**src/rtl/stream_to_matrix.sv**
```systemverilog
// Assembles a stream of WIDTH-bit elements into an R x C matrix (row-major; column-major with STREAM_TO_MATRIX_COL_MAJOR_EN).
// Latency: c_valid rises 1 cycle after the final element accept.
// Backpressure: a_ready follows c_ready combinationally while a matrix is held, so the refill starts on the handoff edge.
module stream_to_matrix #(
    parameter int WIDTH = 1,
    parameter int R     = 1,
    parameter int C     = 1
) (
    input  logic             clk,
    input  logic             rst,
    input  logic             flush,
    input  logic [WIDTH-1:0] a,
    input  logic             a_valid,
    output logic             a_ready,
    output logic [WIDTH-1:0] c [R][C],
    output logic             c_valid,
    input  logic             c_ready
);

    localparam int RW = (R > 1) ? $clog2(R) : 1;
    localparam int CW = (C > 1) ? $clog2(C) : 1;
    localparam logic [RW-1:0] ROW_LAST = RW'(R - 1);
    localparam logic [CW-1:0] COL_LAST = CW'(C - 1);

    typedef enum logic {LOAD, FULL} state_t;

    state_t        state, state_n;
    logic [RW-1:0] row, row_n, wr_row, step_row;
    logic [CW-1:0] col, col_n, wr_col, step_col;
    logic          wr_en;
    logic          wr_last;

    // A write while FULL is always the first element of the next matrix.
    assign wr_row  = (state == FULL) ? '0 : row;
    assign wr_col  = (state == FULL) ? '0 : col;
    assign wr_last = (wr_row == ROW_LAST) && (wr_col == COL_LAST);

`ifdef STREAM_TO_MATRIX_COL_MAJOR_EN
    always_comb begin
        step_row = wr_row + 1'b1;
        step_col = wr_col;
        if (wr_row == ROW_LAST) begin
            step_row = '0;
            step_col = (wr_col == COL_LAST) ? '0 : wr_col + 1'b1;
        end
    end
`else
    always_comb begin
        step_col = wr_col + 1'b1;
        step_row = wr_row;
        if (wr_col == COL_LAST) begin
            step_col = '0;
            step_row = (wr_row == ROW_LAST) ? '0 : wr_row + 1'b1;
        end
    end
`endif

    always_comb begin
        state_n = state;
        row_n   = row;
        col_n   = col;
        wr_en   = 1'b0;
        a_ready = 1'b0;
        case (state)
            LOAD: begin
                a_ready = !flush;
                if (flush) begin
                    row_n = '0;
                    col_n = '0;
                end else if (a_valid) begin
                    wr_en   = 1'b1;
                    row_n   = step_row;
                    col_n   = step_col;
                    state_n = wr_last ? FULL : LOAD;
                end
            end
            FULL: begin
                a_ready = c_ready;
                if (c_ready) begin
                    if (a_valid) begin
                        wr_en   = 1'b1;
                        row_n   = step_row;
                        col_n   = step_col;
                        // a 1x1 matrix is complete again on the same edge
                        state_n = wr_last ? FULL : LOAD;
                    end else begin
                        row_n   = '0;
                        col_n   = '0;
                        state_n = LOAD;
                    end
                end
            end
            default: state_n = LOAD;
        endcase
    end

    assign c_valid = (state == FULL);

    always_ff @(posedge clk or posedge rst) begin
        if (rst) begin
            state <= LOAD;
            row   <= '0;
            col   <= '0;
            for (int i = 0; i < R; i++)
                for (int j = 0; j < C; j++)
                    c[i][j] <= '0;
        end else begin
            state <= state_n;
            row   <= row_n;
            col   <= col_n;
            if (wr_en)
                c[wr_row][wr_col] <= a;
        end
    end

endmodule

```
**config.mk**
```make
export PLATFORM = sky130hd
export DESIGN_NAME = stream_to_matrix
export DESIGN_NICKNAME = d
export VERILOG_FILES = /design/src/rtl/stream_to_matrix.sv
export SDC_FILE = /design/constraint.sdc
export NUM_CORES = 1
export LEC_CHECK = 0
export CORE_AREA = 2 2 39 41
export DETAILED_ROUTE_END_ITERATION = 8
export DIE_AREA = 0 0 41 43
export PLACE_DENSITY_LB_ADDON = 0.25
export SYNTH_ARGS = -nofsm -noshare
export SYNTH_HDL_FRONTEND = slang
export SYNTH_SLANG_ARGS = --single-unit
```
**constraint.sdc**
```tcl
create_clock -name clk -period 1.7 [get_ports clk]
set_input_delay 0.34 -clock clk [delete_from_list [all_inputs] [get_ports clk]]
set_output_delay 0.34 -clock clk [all_outputs]
set_load 0.02 [all_outputs]
```
==> summary.md <==
| Metric | Value |
|---|---|
| Mapped Area | `113 sq um` |
| Fillers | `145` |
| First-pass GRT wire length | `roughly 480 microns` |
| Worst setup SP type | `flip-flop` |
| Post-synthesis instance total | `10` |
| Root Buffer | `clkbuf_4` |
| Xor-xnor portion of the synthesized cell area | `0%` |
| Drt drc | `0` |
| IO Port Bufs | `8` |
| Synth Area in Compound Gates | `7.78%` |
| Vias | `118` |
| Reg-to-Reg End | `c` |
| Worst hold-check path type | `in2async` |
| Leak Pwr | `between 0.1 and 0.15 nW` |
| Post-Place Cell Area | `228 sq um` |
| Post-synthesis adder-cell area fraction | `0%` |
| WL final | `323 microns` |
| Clock Sinks | `2` |
| Yosys cell types | `8` |
| Synth Area per Inst | `11.3 sq um` |
| Worst r2r path cells | `4` |
| Worst Path Arrival | `1230 ps` |
| Largest family of logic cells by synthesized area | `simple AND/OR/NAND/NOR gates` |
| Synth top area cells | `dfrtp_1, mux2_4, nand3_2` |
| GRT Overall Usage | `about 5%` |
| Worst-margin pin slew | `206 ps` |
| FFs w/ async S/R, synth | `100%` |
| Non-filler cells, final | `39` |
| Layout cell share with drive strength beyond 1 | `39.1%` |
| Full die area | `1760 sq um` |
| Setup crit end | `c_valid` |
| DR vias/cell | `3.03` |
| R2R Path Start | `c_valid` |
| FF-to-FF setup slack | `490 ps` |
| Critical path startpoint | `c_valid` |
| Post-synthesis sequential area ratio | `44.4%` |
| 1st-pass router iterations | `1` |
| Placement row count | `14` |
| CP Capture Type | `output pin` |
| Final Hold Fails | `0` |
| Fin crit period | `1570 ps` |
| GRT Residual Overflow | `0` |
| Crit-path max FO | `4` |
| Total CTS buffers | `3` |
| Power Total | `roughly 240 uW` |
| Mux share of post-synthesis cell area | `13.3%` |
| Critical path's largest stage delay | `620 ps` |
| Total power divided by cell area | `962 nW/um^2` |
| Diodes inserted | `0` |
| Max Slew Vio Count | `0` |
| Status | `finished clean` |
| Crit path required time | `1360 ps` |
| Vias in the first global route | `between 100 and 150` |
| Die extent in x | `around 41 microns` |
| Final setup fails | `0` |
| CTS tree | `done` |
| Post-Synth Simple-Gate Area | `27.8%` |
| Syn. warnings | `0` |
| Unrepaired setup endpoints after global routing | `false` |
| Post-route ant nets | `0` |
| Main flop type after synthesis | `dfrtp_1` |
| Starting DRT DRC Count | `0` |
| Post-synth EDFFs | `0` |
| Clock slew at reported path FFs | `30 ps` |
| Largest net degree at the start of global routing | `5` |
| Area occupied by multi-input gates | `around 55 sq um` |
| CTS HTree Levels | `1` |
| Clk buf depth | `2` |
| Average wire per standard cell | `8.28 microns` |
| I/O pin count | `9` |
| DIE HEIGHT | `43 microns` |
| Worst-skew pair later-pin latency | `between 200 and 250 ps` |
| GP Congestion | `approximately 0.48` |
| Final Cycle Share | `92.5%` |
| Setup bufs post-CTS | `0` |
| Synthesized Nets | `16` |
| Register bit total from synthesis | `2` |
| Rel. slew slack | `86.2%` |
| Max-cap violations | `0` |
| Crit path depth | `1` |
| Cell count after placement | `36` |
| Post-route cell area | `245 sq um` |
| Clk_skew | `roughly 3.2 ps` |
| CP cell instances | `clkdlybuf4s50_1` |
| Worst VDD drop | `0.000166 V` |
| Initial antenna violation count | `0` |
| Post-synth top area cell | `dfrtp_1` |
| Post-synth top area share | `44.4%` |
| Core area | `1380 sq um` |
| Top delay family on crit path | `buffers and inverters` |
| Max Fclk | `636 MHz` |
| Nets@finish | `31` |
| Crit path kind | `reg2out` |
| Starting Density | `8.14%` |
| Slowest cell on crit path | `clkdlybuf4s50_1` |
| Worst path bufs/invs | `1` |
| Commonest cells post-synth | `dfrtp_1, inv_1` |
| Area delta synth->final | `118%` |
| Register area | `50.0 sq um` |
[routing by layer]
layer | up-vias | global-route usage, % | share of wire (%)
met1 | 50 | 4.50 | 47
met2 | 9 | 5.31 | 37
li1 | 59 | - | -
met4 | 0 | 8.00 | 0
met3 | 0 | 3.14 | 15
met5 | - | 0 | 0
[cells by family after synthesis]
group,after synthesis
and+or+nand+nor,4
DFF,2
buffers and inverters,2
AOI/OAI and AO/OA,1
muxes,1
[through the flow]
stage | hold slack, ps | TNS (ps) | util [%] | setup slack (ps)
global route | 275 | 0 | 17.7 | 75.8
floorplan | 81.2 | 0 | - | 467
global placement | 503 | -286 | 16.5 | -286
detailed placement | 506 | -286 | 16.5 | -286
CTS | 268 | 0 | 18.1 | 14.5
finish | 276 | 0 | 17.7 | 128
[how the worst min path moves through the flow]
stage                     depth (start not counted)       to  from
after floorplan                                   1        c   rst
after global placement                            1        c     c
after detailed placement                          2  c_valid   rst
after CTS                                         2        c   rst
after global routing                              2        c   rst
final                                             2        c   rst
[flip-flops by register name, summed over array words and instances (netlist names)]
signal / flops
c: 1
c_valid: 1
[what timing repair did]
action	4_1_cts	5_1_grt
cloned	0	0
gates resized for setup	2	1
hold buffers	0	0
setup endpoints to repair	1	1
hold endpoints to repair	0	0
[cells in the final DEF, fill, tap and decap left out, drive strengths merged]
cell           synthesis  routed
and2                   1       1
clkbuf                 0       4
a22o                   1       1
inv                    2       2
dfrtp                  2       2
clkdlybuf4s50          0       7
nand3                  1       1
nand2b                 2       2
buf                    0       2
mux2                   1       1
[power by group]
part           total, mW  leakage, nW  switching, mW  internal [mW]
combinational     0.0688       0.0758         0.0269         0.0419
sequential        0.0619       0.0231        0.00657         0.0553
clock              0.105       0.0138         0.0274         0.0779
total              0.236        0.113         0.0609          0.175
[final cells by class]
| cell class | instances | share of cell area [%] |
|---|---|---|
| inverter | 2 | 3.06 |
| timing repair buffer | 10 | 36.7 |
| clock buffer | 3 | 9.18 |
| multi-input combinational | 6 | 22.4 |
| tap | 16 | 8.16 |
| sequential | 2 | 20.4 |
Note: power is estimated with default switching activity, not from simulation.
